==> src/rtl/bus_arbiter_nch.sv <==
// N-channel bus arbiter: fixed-priority or round-robin grant onto one
// bus master port, with optional per-transaction ack timeout.
module bus_arbiter_nch #(
   parameter int XLEN     = 32,
   parameter int N_CH     = 2,
   parameter int ARB_MODE = 0,
   parameter int TIMEOUT  = 0,
   localparam int GW      = $clog2(N_CH)
) (
   input  logic              i_clk,
   input  logic              i_rst,
   input  logic [N_CH-1:0]   i_req,
   input  logic [N_CH-1:0]   i_wr_en,
   input  logic [N_CH*XLEN-1:0] i_addr,
   input  logic [N_CH*XLEN-1:0] i_wr_data,
   input  logic [N_CH*4-1:0] i_byte_en,
   output logic [N_CH-1:0]   o_ack,
   output logic [N_CH-1:0]   o_err,
   output logic [XLEN-1:0]   o_rd_data,
   output logic [GW-1:0]     o_grant,
   output logic              o_busy,
   output logic              o_bus_en,
   output logic              o_wr_en,
   output logic [XLEN-1:0]   o_addr,
   output logic [XLEN-1:0]   o_wr_data,
   output logic [3:0]        o_byte_en,
   input  logic              i_ack,
   input  logic [XLEN-1:0]   i_rd_data
);

   localparam int CW    = (TIMEOUT > 1) ? $clog2(TIMEOUT) : 1;
   localparam int TO_M1 = (TIMEOUT > 0) ? TIMEOUT - 1 : 0;
   localparam logic [CW-1:0] TO_LAST = CW'(TO_M1);
   localparam logic [GW-1:0] CH_MAX  = GW'(N_CH - 1);

   typedef enum logic {IDLE, BUSY} state_t;

   state_t state_q, state_d;
   logic [GW-1:0] grant_q, grant_d;
   logic [GW-1:0] last_q, last_d;
   logic [CW-1:0] cnt_q, cnt_d;
   logic          wr_q, wr_d;
   logic [XLEN-1:0] addr_q, addr_d;
   logic [XLEN-1:0] wdata_q, wdata_d;
   logic [3:0]    be_q, be_d;

   logic [XLEN-1:0] ch_addr  [N_CH];
   logic [XLEN-1:0] ch_wdata [N_CH];
   logic [3:0]      ch_be    [N_CH];

   for (genvar g = 0; g < N_CH; g++) begin : g_ch
      assign ch_addr[g]  = i_addr[g*XLEN +: XLEN];
      assign ch_wdata[g] = i_wr_data[g*XLEN +: XLEN];
      assign ch_be[g]    = i_byte_en[g*4 +: 4];
   end

   logic [GW-1:0]   k;
   logic [GW-1:0]   win;
   logic            found;
   logic            busy;
   logic            to_hit;
   logic [N_CH-1:0] grant_oh;

   assign busy   = (state_q == BUSY);
   assign to_hit = (TIMEOUT > 0) && (cnt_q == TO_LAST) && !i_ack;

   // Fixed priority is a round-robin scan that always starts after CH_MAX.
   always_comb begin
      k     = (ARB_MODE == 1) ? last_q : CH_MAX;
      win   = '0;
      found = 1'b0;
      for (int i = 0; i < N_CH; i++) begin
         k = (k == CH_MAX) ? '0 : k + 1'b1;
         if (!found && i_req[k]) begin
            win   = k;
            found = 1'b1;
         end
      end
   end

   always_comb begin
      state_d = state_q;
      grant_d = grant_q;
      last_d  = last_q;
      cnt_d   = cnt_q;
      wr_d    = wr_q;
      addr_d  = addr_q;
      wdata_d = wdata_q;
      be_d    = be_q;
      unique case (state_q)
         IDLE: begin
            if (found) begin
               state_d = BUSY;
               grant_d = win;
               last_d  = win;
               cnt_d   = '0;
               wr_d    = i_wr_en[win];
               addr_d  = ch_addr[win];
               wdata_d = ch_wdata[win];
               be_d    = ch_be[win];
            end
         end
         BUSY: begin
            if (i_ack || to_hit) begin
               state_d = IDLE;
            end else begin
               cnt_d = cnt_q + 1'b1;
            end
         end
         default: state_d = IDLE;
      endcase
   end

   always_ff @(posedge i_clk) begin
      if (!i_rst) begin
         state_q <= IDLE;
         grant_q <= '0;
         last_q  <= CH_MAX;
         cnt_q   <= '0;
         wr_q    <= 1'b0;
         addr_q  <= '0;
         wdata_q <= '0;
         be_q    <= '0;
      end else begin
         state_q <= state_d;
         grant_q <= grant_d;
         last_q  <= last_d;
         cnt_q   <= cnt_d;
         wr_q    <= wr_d;
         addr_q  <= addr_d;
         wdata_q <= wdata_d;
         be_q    <= be_d;
      end
   end

   always_comb begin
      grant_oh          = '0;
      grant_oh[grant_q] = 1'b1;
   end

   assign o_ack     = (busy && i_ack) ? grant_oh : '0;
   assign o_err     = (busy && to_hit) ? grant_oh : '0;
   assign o_rd_data = i_rd_data;
   assign o_grant   = grant_q;
   assign o_busy    = busy;
   assign o_bus_en  = busy;
   assign o_wr_en   = wr_q;
   assign o_addr    = addr_q;
   assign o_wr_data = wdata_q;
   assign o_byte_en = be_q;

endmodule

==> config.mk <==
export PLATFORM = sky130hd
export DESIGN_NAME = bus_arbiter_nch
export DESIGN_NICKNAME = d
export VERILOG_FILES = /design/src/rtl/bus_arbiter_nch.sv
export SDC_FILE = /design/constraint.sdc
export NUM_CORES = 1
export LEC_CHECK = 0
export CORE_AREA = 2 2 109 111
export CTS_CLUSTER_DIAMETER = 30
export CTS_CLUSTER_SIZE = 30
export DETAILED_ROUTE_END_ITERATION = 6
export DIE_AREA = 0 0 111 113
export DONT_BUFFER_PORTS = 1
export GPL_TIMING_DRIVEN = 1
export SLEW_MARGIN = 15
export SYNTH_ARGS = -nofsm -noshare
export SYNTH_HDL_FRONTEND = slang
export SYNTH_SLANG_ARGS = --single-unit
==> constraint.sdc <==
create_clock -name i_clk -period 1.57 [get_ports i_clk]
set_input_delay 0.3925 -clock i_clk [delete_from_list [all_inputs] [get_ports i_clk]]
set_output_delay 0.3925 -clock i_clk [all_outputs]
set_load 0.1 [all_outputs]
==> results of run 1 <==
-- state kept, by name, indices dropped and copies added, names as in the netlist --
register   flops
o_addr        32
o_wr_data     32
o_byte_en      4
o_bus_en       1
o_grant        1
o_wr_en        1
-- worst register-to-register path, cell delays in order, from the launching register on --
cell and delay [ps]:
dfxtp_4 360, o21ba_4 260, buf_12 240, o21ai_1 150, a31oi_1 180
-- power by group through the flow --
stage	logic, mW	clock network [mW]	registers (mW)
after floorplan	0.845	0	3.39
final	2.14	1.96	2.05
after CTS	2.15	2.03	2.04
after global placement	2.13	0	2.08
after detailed placement	2.15	0	2.08
after global routing	2.24	2.11	2.06
-- layer usage --
metal,wire length (um),vias up,GRT usage
met5,0,-,0
met4,286,0,0.0825
met3,855,33,0.0589
met2,4440,159,0.246
met1,3690,1379,0.161
li1,-,1486,-
-- cell type report --
class,count,area (um2)
Multi-Input combinational cell,287,1390
Tap cell,143,179
Clock inverter,3,15.0
Clock buffer,13,280
Timing Repair Buffer,78,661
Sequential cell,71,1430
Inverter,2,7.51
Fill cell,1191,7310
-- cell families after synthesis --
logic type             Yosys count  share of synthesized area
other                            1                    0.00115
flip-flops                      71                      0.437
AO/OA/AOI/OAI                  142                      0.249
AND/OR/NAND/NOR                143                      0.167
buffers and inverters           75                      0.146
-- how the worst max path moves through the flow --
| stage | start | endpoint | slack, ps |
|---|---|---|---|
| floorplan | o_bus_en | o_ack[0] | 10 |
| global placement | i_req[1] | o_wr_data[9] | 380 |
| detailed placement | i_req[1] | o_wr_data[9] | 320 |
| CTS | o_bus_en | o_ack[0] | 60 |
| global route | o_bus_en | o_ack[0] | 40 |
| finish | o_bus_en | o_ack[0] | 90 |
-- metrics by stage --
stage	hold slack (ps)	utilization	total power [mW]	setup slack [ps]	area, um2
after CTS	123	0.352	6.23	65.0	3960
after detailed placement	480	0.325	4.23	325	3670
after global routing	127	0.352	6.41	36.5	3960
after global placement	487	0.325	4.20	381	3670
final	142	0.352	6.15	89.4	3960
after floorplan	475	-	4.24	9.50	3280
-- cells in the final DEF (no fill, tap or decap) --
cell / instances
a211oi_1: 1
a21oi_1: 1
a31oi_1: 69
and3_4: 1
buf_12: 6
buf_4: 72
clkbuf_16: 9
clkbuf_8: 4
clkinv_2: 3
conb_1: 2
dfxtp_1: 69
dfxtp_4: 2
inv_1: 2
nand2_1: 138
nand2_2: 1
nand2b_2: 1
nor2_4: 1
nor2b_4: 1
o21ai_0: 49
o21ai_1: 20
o21ba_4: 1
o311a_1: 1
==> impl_metrics.env, run 1 <==
export IMPL_status="finished clean"
export IMPL_synthTopCellsByCount="nand2_1 (139), dfxtp_1 (71), a31oi_1 (69), o21ai_0 (49), buf_4 (37)"
export IMPL_grt_pass1_wl_um=14800
export IMPL_r2r_cells=4
export IMPL_fmax_ghz=0.675
export IMPL_cts_setup_buffers=0
export IMPL_io_pins=283
export IMPL_yosysTopAreaCell="dfxtp_1"
export IMPL_finalSetupTns_ps=0
export IMPL_grt_pass1_vias=3031
export IMPL_slew_violations=0
export IMPL_core_area_mm2=0.0113
export IMPL_synth_distinct_cells=19
export IMPL_async_flop_share=0
export IMPL_yosysSeqAreaShare=0.437
export IMPL_holdPathEnd="o_grant"
export IMPL_p_seq_frac=0.333
export IMPL_synth_area_leaders="dfxtp_1 (44%), nand2_1 (16%), a31oi_1 (13%), buf_4 (8.5%), o21ai_0 (7.5%)"
export IMPL_numPlacedInstances=581
export IMPL_reg2reg_slack_ps=310
export IMPL_grt_max_degree=73
export IMPL_synth_most_common_cell="nand2_1"
export IMPL_fin_cells=597
export IMPL_drt_wl_total_um=9270
export IMPL_r2r_end="o_byte_en[0]"
export IMPL_cts_made_buffers=9
export IMPL_crit_chain="nand2_2 > nor2_4 > buf_12"
export IMPL_cp_buffers_inverters=1
export IMPL_nets=624
export IMPL_wire_per_inst_um=15.5
export IMPL_rsz0062_at_grt="no"
export IMPL_antenna_found_initial=0
export IMPL_hold_violations=0
export IMPL_ys_ff_latch=71
export IMPL_clk_latency_ps=330
export IMPL_synth_area_per_cell_um2=7.53
export IMPL_worstPathRequired_ps=1180
export IMPL_min_path_cells=1
export IMPL_htreeDepth=3
export IMPL_num_antenna_cells=0
export IMPL_power_density_mw_per_mm2=1550
export IMPL_skew_ps=5.61
export IMPL_synth_flop_cell="dfxtp_1"
export IMPL_drc=0
export IMPL_start_kind="register"
export IMPL_first_pass_iters=4
export IMPL_cts_resized=0
export IMPL_r2r_start="o_bus_en"
export IMPL_cts_sinks=71
export IMPL_clock_power_share=0.319
export IMPL_die_w_um=111
export IMPL_final_antenna_net_count=0
export IMPL_detail_route_iter0_violations=157
export IMPL_endpoint_kind="output port"
export IMPL_clk_pin_slew_ps=50
export IMPL_clock_path_buffers=2
export IMPL_drv_cap=0
export IMPL_cp_depth=3
export IMPL_post_route_min_period_ps=1480
export IMPL_numPortBuffers=0
export IMPL_combPwrFrac=0.349
export IMPL_initial_core_util=0.289
export IMPL_p_leak_nw=1.69
export IMPL_p_sw_frac=0.411
export IMPL_internal_power_mw=3.62
export IMPL_dp_hpwl_um=6440
export IMPL_setup_violations=0
export IMPL_syn_inst=432
export IMPL_synth_top_cell_area_share=0.437
export IMPL_cts_tree="done"
export IMPL_via_per_inst=5.12
export IMPL_cp_slowest_cell="dfxtp_4"
export IMPL_cp_top_family="flip-flops"
export IMPL_switchingPower_mw=2.53
export IMPL_fin_crit_sh=0.943
export IMPL_crit_type="register to output port"
export IMPL_vdd_drop_max_mv=0.588
export IMPL_crit_path_max_incr_delay_ps=370
export IMPL_num_rows=39
export IMPL_worstPathArrival_ps=1090
export IMPL_area_growth_pct=21.8
export IMPL_dieHeight_um=113
export IMPL_overflow=0
export IMPL_synth_edf_count=0
export IMPL_num_vias=3057
export IMPL_hp_start="i_req[0]"
export IMPL_grt_use_total=0.148
export IMPL_die_area_mm2=0.0125
export IMPL_drive_gt1_frac=0.225
export IMPL_gp_routability_congestion=0.758
export IMPL_cp_max_fo=5
export IMPL_holdBufCountCts=0
export IMPL_yosys_warnings=0
export IMPL_hold_path_class="input pin to register"
export IMPL_syn_area_mm2=0.00325
export IMPL_cts_root_buf="clkbuf_16"
No activity file was read; power rests on OpenSTA's default activity.
==> run 2: changes to the inputs <==
--- a/constraint.sdc
+++ b/constraint.sdc
@@ -3,2 +3,2 @@
 set_output_delay 0.3925 -clock i_clk [all_outputs]
-set_load 0.1 [all_outputs]
+set_load 0.005 [all_outputs]
==> impl_metrics.env, run 2 (synthesis gave the netlist of run 1 again) <==
export IMPL_status="finished clean"
export IMPL_fin_cells=524
export IMPL_dp_hpwl_um=6060
export IMPL_cts_sinks=71
export IMPL_hold_path_class="input pin to register"
export IMPL_via_per_inst=5.36
export IMPL_drt_wl_total_um=8770
export IMPL_endpoint_kind="output port"
export IMPL_slew_violations=0
export IMPL_post_route_min_period_ps=1450
export IMPL_nets=551
export IMPL_power_density_mw_per_mm2=1400
export IMPL_cp_buffers_inverters=0
export IMPL_cp_top_family="flip-flops"
export IMPL_drive_gt1_frac=0.0682
export IMPL_finalSetupTns_ps=0
export IMPL_worstPathRequired_ps=1180
export IMPL_initial_core_util=0.289
export IMPL_cts_tree="done"
export IMPL_fin_crit_sh=0.923
export IMPL_start_kind="register"
export IMPL_cp_max_fo=4
export IMPL_dieHeight_um=113
export IMPL_rsz0062_at_grt="no"
export IMPL_final_common_cell="nand2_1"
export IMPL_htreeDepth=3
export IMPL_overflow=0
export IMPL_num_vias=2810
export IMPL_cp_slowest_cell="dfxtp_1"
export IMPL_place_ws_ps=200
export IMPL_grt_util_met1=0.147
export IMPL_first_pass_iters=5
export IMPL_hold_violations=0
export IMPL_num_antenna_cells=0
export IMPL_r2r_cells=4
export IMPL_clock_path_buffers=2
export IMPL_grt_pass1_wl_um=13800
export IMPL_skew_ps=3.93
export IMPL_gp_routability_congestion=0.743
export IMPL_cts_made_buffers=9
export IMPL_min_path_cells=1
export IMPL_r2r_end="o_wr_data[15]"
export IMPL_grt_busiest_layer="met2"
export IMPL_fmax_ghz=0.690
export IMPL_total_power_mw=4.77
export IMPL_reg2reg_slack_ps=300
export IMPL_hp_start="i_req[0]"
export IMPL_clk_latency_ps=330
export IMPL_worstPathArrival_ps=1060
export IMPL_holdPathEnd="o_grant"
export IMPL_final_antenna_net_count=0
export IMPL_clk_pin_slew_ps=50
export IMPL_area_growth_pct=4.77
export IMPL_crit_chain="and3_1"
export IMPL_crit_type="register to output port"
export IMPL_crit_path_max_incr_delay_ps=470
export IMPL_p_leak_nw=1.32
export IMPL_cts_root_buf="clkbuf_16"
export IMPL_grt_pass1_vias=2835
export IMPL_use_met2=0.225
export IMPL_worst_slack_ps=121
export IMPL_detail_route_iter0_violations=104
export IMPL_grt_max_degree=72
export IMPL_die_area_mm2=0.0125
export IMPL_setup_violations=0
export IMPL_die_w_um=111
export IMPL_grt_use_total=0.140
export IMPL_startpoint="o_grant"
export IMPL_drc=0
export IMPL_core_area_mm2=0.0113
export IMPL_drv_cap=0
export IMPL_most_common_layout_cells="nand2_1 (139), dfxtp_1 (70), a31oi_1 (69)"
export IMPL_numPlacedInstances=508
export IMPL_wire_per_inst_um=16.7
export IMPL_whs_ps=147
export IMPL_num_rows=39
export IMPL_r2r_start="o_bus_en"
export IMPL_io_pins=283
export IMPL_vdd_drop_max_mv=0.486
export IMPL_numPortBuffers=0
export IMPL_antenna_found_initial=0
export IMPL_grt_util_met3=0.0562
export IMPL_holdBufCountCts=0
run 2: through the flow:
step                      utilization  cell area, um2
after CTS                       0.302            3410
after global placement          0.273            3070
final                           0.302            3410
after floorplan                     -            3260
after global routing            0.302            3410
after detailed placement        0.273            3070
run 2: worst max-delay path by stage:
stage / slack [ps] / cells past startpoint / endpoint
after floorplan: 370 / 5 / o_addr[8]
after global routing: 60 / 2 / o_ack[0]
final: 120 / 1 / o_ack[1]
after detailed placement: 200 / 2 / o_ack[0]
after CTS: 20 / 2 / o_ack[0]
after global placement: 210 / 2 / o_ack[0]
run 2: routing by layer:
layer | up-vias | share of wire
met5 | - | 0
met1 | 1260 | 0.40
met4 | 0 | 0.041
li1 | 1343 | -
met3 | 35 | 0.11
met2 | 172 | 0.45
run 2: layout make-up:
type | instances | area [um2]
Clock buffer | 14 | 294
Clock inverter | 2 | 35.0
Fill cell | 1222 | 7860
Inverter | 2 | 7.51
Multi-Input combinational cell | 287 | 1380
Sequential cell | 71 | 1430
Tap cell | 143 | 179
Timing Repair Buffer | 5 | 87.6
run 2: timing repair:
action | in CTS | in global routing
setup endpoints to repair | 2 | 1
gates resized for setup | 2 | 1
setup buffers | 0 | 0
run 2: power breakdown:
group / internal (mW) / switching (mW)
Clock: 1.44 / 0.738
Combinational: 0.180 / 0.273
Sequential: 1.99 / 0.148
Total: 3.61 / 1.16
